===== src/rtl/reaction_referee.sv =====
// Reaction-game referee: arms a random-free fixed delay, lights the go lamp,
// judges the first lockout press (or its absence) and keeps score to WIN_SCORE.
module reaction_referee #(
    parameter int unsigned WAIT_CYCLES   = 8,
    parameter int unsigned WINDOW_CYCLES = 16,
    parameter int unsigned WIN_SCORE     = 3
) (
    input  logic       clk,
    input  logic       rst,
    input  logic       start,
    input  logic       push,
    input  logic       tie,
    input  logic       right,
    output logic       clear,
    output logic       lamp,
    output logic [3:0] score_l,
    output logic [3:0] score_r,
    output logic       point_l,
    output logic       point_r,
    output logic       false_start,
    output logic       tie_flag,
    output logic       no_press,
    output logic       game_over,
    output logic       busy
);

    typedef enum logic [2:0] {
        S_IDLE, S_CLEAR, S_ARM, S_GO, S_RESULT, S_DONE
    } state_t;

    localparam logic [15:0] WAIT_LAST   = 16'(WAIT_CYCLES - 1);
    localparam logic [15:0] WINDOW_LAST = 16'(WINDOW_CYCLES - 1);
    localparam logic [3:0]  WIN_S       = 4'(WIN_SCORE);

    state_t      state_q, state_d;
    logic [15:0] cnt_q, cnt_d;
    logic [3:0]  score_l_q, score_l_d, score_r_q, score_r_d;
    logic        clear_q, clear_d, lamp_q, lamp_d;
    logic        point_l_q, point_l_d, point_r_q, point_r_d;
    logic        false_start_q, false_start_d, tie_flag_q, tie_flag_d;
    logic        no_press_q, no_press_d, game_over_q, game_over_d, busy_q, busy_d;

    function automatic logic [3:0] sat_inc(input logic [3:0] s);
        return (s >= WIN_S) ? WIN_S : s + 4'd1;
    endfunction

    always_comb begin
        state_d       = state_q;
        cnt_d         = cnt_q;
        score_l_d     = score_l_q;
        score_r_d     = score_r_q;
        point_l_d     = 1'b0;
        point_r_d     = 1'b0;
        false_start_d = 1'b0;
        tie_flag_d    = 1'b0;
        no_press_d    = 1'b0;
        case (state_q)
            S_IDLE: if (start) state_d = S_CLEAR;
            S_CLEAR: begin
                state_d = S_ARM;
                cnt_d   = '0;
            end
            S_ARM: begin
                // A press always beats the terminal count in the same cycle.
                if (push) begin
                    state_d       = S_RESULT;
                    false_start_d = 1'b1;
                    if (tie)        tie_flag_d = 1'b1;
                    else if (right) point_l_d  = 1'b1;
                    else            point_r_d  = 1'b1;
                end else if (cnt_q == WAIT_LAST) begin
                    state_d = S_GO;
                    cnt_d   = '0;
                end else begin
                    cnt_d = cnt_q + 16'd1;
                end
            end
            S_GO: begin
                if (push) begin
                    state_d = S_RESULT;
                    if (tie)        tie_flag_d = 1'b1;
                    else if (right) point_r_d  = 1'b1;
                    else            point_l_d  = 1'b1;
                end else if (cnt_q == WINDOW_LAST) begin
                    state_d    = S_RESULT;
                    no_press_d = 1'b1;
                end else begin
                    cnt_d = cnt_q + 16'd1;
                end
            end
            S_RESULT: begin
                state_d = (score_l_q == WIN_S || score_r_q == WIN_S) ? S_DONE : S_IDLE;
                cnt_d   = '0;
            end
            S_DONE: begin
                if (start) begin
                    state_d   = S_CLEAR;
                    score_l_d = '0;
                    score_r_d = '0;
                end
            end
            default: state_d = S_IDLE;
        endcase
        // Scores land on the edge that enters RESULT so they are visible there.
        if (point_l_d) score_l_d = sat_inc(score_l_q);
        if (point_r_d) score_r_d = sat_inc(score_r_q);
        clear_d     = (state_d == S_CLEAR);
        lamp_d      = (state_d == S_GO);
        game_over_d = (state_d == S_DONE);
        busy_d      = (state_d != S_IDLE) && (state_d != S_DONE);
    end

    always_ff @(posedge clk or negedge rst) begin
        if (!rst) begin
            state_q       <= S_IDLE;
            cnt_q         <= '0;
            score_l_q     <= '0;
            score_r_q     <= '0;
            clear_q       <= 1'b0;
            lamp_q        <= 1'b0;
            point_l_q     <= 1'b0;
            point_r_q     <= 1'b0;
            false_start_q <= 1'b0;
            tie_flag_q    <= 1'b0;
            no_press_q    <= 1'b0;
            game_over_q   <= 1'b0;
            busy_q        <= 1'b0;
        end else begin
            state_q       <= state_d;
            cnt_q         <= cnt_d;
            score_l_q     <= score_l_d;
            score_r_q     <= score_r_d;
            clear_q       <= clear_d;
            lamp_q        <= lamp_d;
            point_l_q     <= point_l_d;
            point_r_q     <= point_r_d;
            false_start_q <= false_start_d;
            tie_flag_q    <= tie_flag_d;
            no_press_q    <= no_press_d;
            game_over_q   <= game_over_d;
            busy_q        <= busy_d;
        end
    end

    assign clear       = clear_q;
    assign lamp        = lamp_q;
    assign score_l     = score_l_q;
    assign score_r     = score_r_q;
    assign point_l     = point_l_q;
    assign point_r     = point_r_q;
    assign false_start = false_start_q;
    assign tie_flag    = tie_flag_q;
    assign no_press    = no_press_q;
    assign game_over   = game_over_q;
    assign busy        = busy_q;

endmodule

===== config.mk =====
export PLATFORM = sky130hd
export DESIGN_NAME = reaction_referee
export DESIGN_NICKNAME = d
export VERILOG_FILES = /design/src/rtl/reaction_referee.sv
export SDC_FILE = /design/constraint.sdc
export NUM_CORES = 1
export LEC_CHECK = 0
export ABC_AREA = 1
export CAP_MARGIN = 0
export CORE_ASPECT_RATIO = 1.4
export CORE_MARGIN = 2
export CORE_UTILIZATION = 50
export DETAILED_ROUTE_END_ITERATION = 6
export GPL_ROUTABILITY_DRIVEN = 0
export PLACE_DENSITY = 0.72
export SYNTH_ARGS = -nofsm -noshare
export SYNTH_HDL_FRONTEND = slang
export SYNTH_SLANG_ARGS = --single-unit

===== constraint.sdc =====
create_clock -name clk -period 2.1 [get_ports clk]
set_input_delay 0.42 -clock clk [delete_from_list [all_inputs] [get_ports clk]]
set_output_delay 0.42 -clock clk [all_outputs]
set_load 0.01 [all_outputs]

Word level (Yosys, flattened, before mapping)
Index checks and enable logic that the tools add are counted.

operators by class
  $add $sub $neg = 3
  $lt $le $gt $ge = 2
  equal/unequal tests = 16
  mux-type cells = 34
  reductions and logical operators = 15

operator list
  kind                                                                number
  two-way mux 16 bit                                                  4
  one-hot mux 16 bit (3 select lines)                                 1
  two-way mux 4 bit                                                   6
  two-way mux 3 bit                                                   6
  adder 16 x 1 -> 16 bit (second input constant)                      1
  equality test 16 x 3 -> 1 bit (second input constant)               1
  equality test 16 x 4 -> 1 bit (second input constant)               1
  one-hot mux 3 bit (5 select lines)                                  1
  two-way mux 1 bit                                                   14
  equality test 3 x 2 -> 1 bit (second input constant)                3
  equality test 3 bit (second input constant)                         3
  adder 4 x 1 -> 4 bit (second input constant)                        2
  equality test 4 x 2 -> 1 bit (second input constant)                2
  greater-or-equal comparator 4 x 2 -> 1 bit (second input constant)  2
  nonzero test 2 bit                                                  4
  equality test 3 x 1 -> 1 bit (second input constant)                2
  inequality test 2 bit (second input constant)                       3
  nonzero test 3 bit                                                  2
  OR reduction 2 bit                                                  3
  one-hot mux 1 bit (2 select lines)                                  2
  AND reduction 2 bit                                                 2
  AND reduction 4 bit                                                 1
  logical NOT 3 bit                                                   1
  inequality test 3 bit (second input constant)                       1
  2 further kinds                                                     2

storage, ports and cells
  bits in registers = 36
  input port bits = 6
  output and inout port bits = 17
  logic and storage cells = 83

Longest topological paths before layout
  depth after elaboration = 6
  depth in mapped cells = 10
  depth with buffers taken out = 10

Least setup slack after synthesis
OpenSTA, ideal clock, no wires.

  path kind = register to register
  from = register cnt_q[0]
  to = register cnt_q[0]
  arrival time = 1.421 ns
  data required time = 1.983 ns
  slack = 0.562 ns
  cell stages (with the launch flop) = 11
  path buffers = 0
  clock period less this slack = 1.538 ns
  cell sequence = dfrtp_1 ha_1 nand3_2 nor2_1 nand2_1 nand2_1 nand2_2 nand2_4 inv_1 nand2_1 nand2_1

between the ends
  cells in the longest elaborated chain, start to end = 4
  elaborated cells between the ends (all ways) = 10
  classes of those cells = 1 x add/sub; 3 x eq/ne; 5 x mux; 1 x reduce/logical

RTL lines
  element                                                                         line        source
  start: declaration                                                              36          logic [15:0] cnt_q, cnt_d;
  start signal: assignment                                                        130         cnt_q <= cnt_d;
  adder 16 x 1 -> 16 bit / equality test 16 x 3 -> 1 bit (equally long branches)  75, 88, 71
  two-way mux 16 bit, on equally long branches                                    84, 71
  two-way mux 16 bit, on equally long branches                                    79, 65
  one-hot mux 16 bit (3 select lines)                                             57          case (state_q)

Several ways; a longest one is shown, not always the timed one. The select of a mux whose other input is x is not followed.
A chain may end at the register's enable or synchronous reset.

Final worst setup path
  from = register cnt_q[0]
  to = register cnt_q[12]

The elaborated chain is that of the path after synthesis.

==> impl.org <==
** Setup path
- Following the worst setup path forward leads to its endpoint at cnt_q[12]$_DFFE_PN0P_.
- Counting cells, the worst reg-to-reg path comes to 10.
- In this design, the critical path's most frequently occurring cell is sky130_fd_sc_hd__nand2_1.
- In this run the worst path has a maximum fanout of 17.
- The endpoint identified for the worst register-to-register timing path is cnt_q[12]$_DFFE_PN0P_.
- Data arrives at the worst endpoint at between 1.5 and 2 ns.
- STA classifies the critical path endpoint as a flip-flop.
- Data required time at the worst endpoint :: 2.31 ns
- In this design, the stage delay of the slowest critical-path cell is 0.44 ns.
- In this run the worst setup path begins at cnt_q[0]$_DFFE_PN0P_.
- Reg-to-reg critical path startpoint :: cnt_q[0]$_DFFE_PN0P_
- Element type at the critical path start :: flip-flop
- In this run the register-to-register setup slack is 0.36 ns.
- The critical path goes through ha_1 -> nand3_2 -> nor2_1 -> nand2_1 -> nand2_1 -> nand2_2 -> nand2_4 -> buf_12 -> nand2_1 -> o21ai_1.
- Crit-path slowest cell :: sky130_fd_sc_hd__dfrtp_1
- The critical path is of the reg2reg type.

** Timing
- Total negative setup slack :: 0 ns
- RSZ-0062 raised after global routing :: false
- Once routing completed, OpenROAD measured the worst setup slack at 0.359 ns.
- Number of max-slew violations in the final report :: 0
- Minimum clock period :: approximately 1.7 ns
- At the pin with the least slew margin, the transition time is 0.800 ns.
- Remaining max-slew budget at the tightest pin :: 0.467
- Max Clock Skew :: 0.00573 ns
- In the finished design, the share of the clock period the worst path needs comes to 0.829.
- Setup violations remaining at the end of the flow were counted as 0.
- Based on the critical path, the design can be clocked at up to ~0.57 GHz.
- The number of hold violations in the final report came to 0.

** Floorplanning
- Row Count :: 27
- Horizontal die dimension :: 58.6 microns
- For this configuration, the core starts out at a cell density of 0.523.
- Die extent in y :: around 80 microns
- Die area :: between 0.004 and 0.005 sq mm
- Number of top-level pins :: 23
- The core region is 0.00399 sq mm.

** Detailed routing
- The detailed router finished its first iteration with 71 violations.
- Number of nets still failing antenna checks after routing :: 0
- After detailed routing, the number of remaining DRC violations is 4.
- After detailed routing, the number of vias per cell comes to between 5 and 6.
- After detailed routing, the average wire length per cell comes to 12.9 microns.
- 1st-pass router iterations :: 7
- The routed design has between 4 and 5 mm of wire.
- Total via count after detailed routing :: 1857

** Clock network
- Once the clock tree was built, the setup fixing pass inserted 0 buffers.
- After clock tree synthesis, the clock-pin slew on the worst setup and hold paths is 0.07 ns.
- Clk sinks :: 36
- Root buffer cell :: sky130_fd_sc_hd__clkbuf_8
- No sink is reached through more buffers than the 2 on the longest clock path.
- TritonCTS built the clock tree.
- Counting the buffers created by CTS gives 5.
- Number of H-tree levels :: 2
- Buffers inserted to repair hold after CTS numbered 0.
- Gates resized during post-CTS repair numbered 0.
- Insertion delay to the later sink of the worst-skew pair :: 0.29 ns

** Synth
- Async set or reset register ratio after synthesis :: 1.00
- The cell count after synthesis came out at between 200 and 300.
- After synthesis the netlist holds a flip-flop and latch count of 36.
- Combined area of all synthesized cells :: 0.00209 sq mm
- Of the synthesized area, sequential elements account for 0.432.
- Proportion of netlist area held by the largest area contributor :: 0.432
- Library cells used by synthesis :: 27
- During synthesis, Yosys emitted a total of 0 warnings.
- Number of flops mapped to enable cells by yosys :: 0
- Prevailing post-synth register cell :: sky130_fd_sc_hd__dfrtp_1
- Post-synthesis area per instance :: 7.45 sq um
- Top cell type by total area after synthesis :: sky130_fd_sc_hd__dfrtp_1
- When the netlist entered floorplanning its net count stood at approximately 290.
- By area the synthesized netlist is led by sky130_fd_sc_hd__dfrtp_1 43%, sky130_fd_sc_hd__nand2_1 15%, sky130_fd_sc_hd__nor2_1 6.8%.

** Finish
- Fin nets :: 317
- Number of inserted diodes :: 0
- Area growth syn-to-layout :: 16.3%
- In the final layout, the multi-input gates occupy between 0.001 and 0.0015 sq mm.
- Of the cells placed in the final design, the portion with a size suffix greater than 1 is 0.0942.
- Final instance area :: 0.00242 sq mm
- Number of filler instances in the final layout :: 372
- Final Non-Filler Cells :: 351
- In the final layout, flip-flops and latches occupy 901 sq um.

** GRT
- met2 is the most crowded layer.
- Met3 usage in global routing :: 0.0290
- Met2 Usage GRT :: 0.418
- Maximum number of pins on one net before global-route repair :: 37
- The via count of the first global-routing pass came to 1878.
- The first global-routing pass estimated 8.07 mm of wire.
- In the global route stage, met1 resource usage came out at 0.248.
- Summed over all layers, the global routing overflow is 0.
- Total track usage :: 0.224
- The initial antenna violation count is 0.

** Placed design
- After detailed placement, the design holds a cell count of ~340.
- Detailed placer's ending HPWL :: 3.47 mm
- During placement, the flow inserted port buffers numbering 22.
- The placed instances occupy a cell area of 0.00235 sq mm.
- DP Worst Slack :: 0.253 ns

** Status
- The final reports fail on DRC.
- Result of the run :: finished, violations left

** Power and ir drop
- The completed layout was analyzed and its total power is 0.00282 W.
- In this run the static leakage power is 1.18 nW.
- Power per unit of standard cell area :: 1160 mW/mm^2
- Max VDD drop :: between 0.7 and 0.8 mV

** Run
- Max-cap violations in this run came to 0.

** Min path
- Type of the most critical hold path :: in2async
## final cells by class
type                            instances  share of cell area
Clock buffer                            6              0.0299
Clock inverter                          1             0.00206
Inverter                               36              0.0557
Multi-Input combinational cell        205               0.418
Sequential cell                        36               0.372
Tap cell                               43              0.0222
Timing Repair Buffer                   24               0.100
## sequential cells by signal (all words and copies together), names as in the netlist, 3 cells and up
name,flops
cnt_q,16
score_l,4
score_r,4
state_q,3
## cells in the mapped netlist (all sizes together), types with 3 or more instances
cell and number:
ha 3, o21ai 27, o211ai 7, xor2 4, nand4 5, nor3 3, buf 3, o21bai 5
nor2 41, a21oi 4, inv 35, nand3 15, nand2 87, dfrtp 36
## placed cells by master, fill, tap and decap left out, types with 5 or more instances in the layout
| cell type | synthesis | routed |
|---|---|---|
| sky130_fd_sc_hd__o21ai_0 | 14 | 14 |
| sky130_fd_sc_hd__o211ai_1 | 7 | 7 |
| sky130_fd_sc_hd__o21ai_2 | 7 | 7 |
| sky130_fd_sc_hd__dfrtp_1 | 36 | 36 |
| sky130_fd_sc_hd__nand3_1 | 13 | 13 |
| sky130_fd_sc_hd__nand2_1 | 84 | 84 |
| sky130_fd_sc_hd__clkdlybuf4s50_1 | 0 | 21 |
| sky130_fd_sc_hd__nor2_1 | 38 | 38 |
| sky130_fd_sc_hd__inv_1 | 31 | 31 |
| sky130_fd_sc_hd__o21ai_1 | 6 | 6 |
| sky130_fd_sc_hd__o21bai_1 | 5 | 5 |
| sky130_fd_sc_hd__clkbuf_8 | 0 | 5 |
| sky130_fd_sc_hd__nand4_1 | 5 | 5 |
## critical path, delay by kind of cell, from the launching register on
family	cells	cell delay, ns
simple gates	7	0.78
flops	1	0.44
fa+ha+maj	1	0.22
buf+inv	1	0.17
compound gates	1	0.07
## cells by family (layout without fill, tap and decap cells)
family / after synthesis / in the layout / synth area share
AO/OA/AOI/OAI: 45 / 45 / 0.137
XOR/XNOR: 4 / 4 / 0.0168
adder cells (fa/ha/maj): 3 / 3 / 0.0180
buffers and inverters: 39 / 67 / 0.0816
flip-flops: 36 / 36 / 0.432
AND/OR/NAND/NOR: 153 / 153 / 0.314
## stage by stage
stage / util / hold slack (ns)
after global placement: 0.589 / 0.502
final: 0.608 / 0.218
after floorplan: - / 0.124
after global routing: 0.608 / 0.293
after CTS: 0.608 / 0.249
after detailed placement: 0.589 / 0.512
## report_power, final
| part | internal (W) | leakage [nW] | switching (W) | total, W |
|---|---|---|---|---|
| clock network | 0.000225 | 0.0410 | 0.000231 | 0.000456 |
| logic | 0.000532 | 0.655 | 0.000817 | 0.00135 |
| registers | 0.000863 | 0.482 | 0.000154 | 0.00102 |
## per-layer routing
layer | share of wire | vias to the layer above | routed length, microns
met5 | 0 | - | 0
met3 | 0.028 | 11 | 125
met2 | 0.54 | 40 | 2430
met4 | 0.021 | 0 | 96
met1 | 0.41 | 856 | 1870
li1 | - | 950 | -
## worst min-delay path by stage
stage	startpoint	endpoint	slack [ns]
6_report	rst	score_r[2]$_DFFE_PN0P_	0.22
5_1_grt	rst	cnt_q[15]$_DFFE_PN0P_	0.29
4_1_cts	rst	score_r[2]$_DFFE_PN0P_	0.25
3_5_place_dp	score_r[2]$_DFFE_PN0P_	score_r[2]$_DFFE_PN0P_	0.51
3_3_place_gp	score_r[3]$_DFFE_PN0P_	score_r[3]$_DFFE_PN0P_	0.50
2_1_floorplan	rst	busy$_DFF_PN0_	0.12
Power figures use the tool's default switching activity.
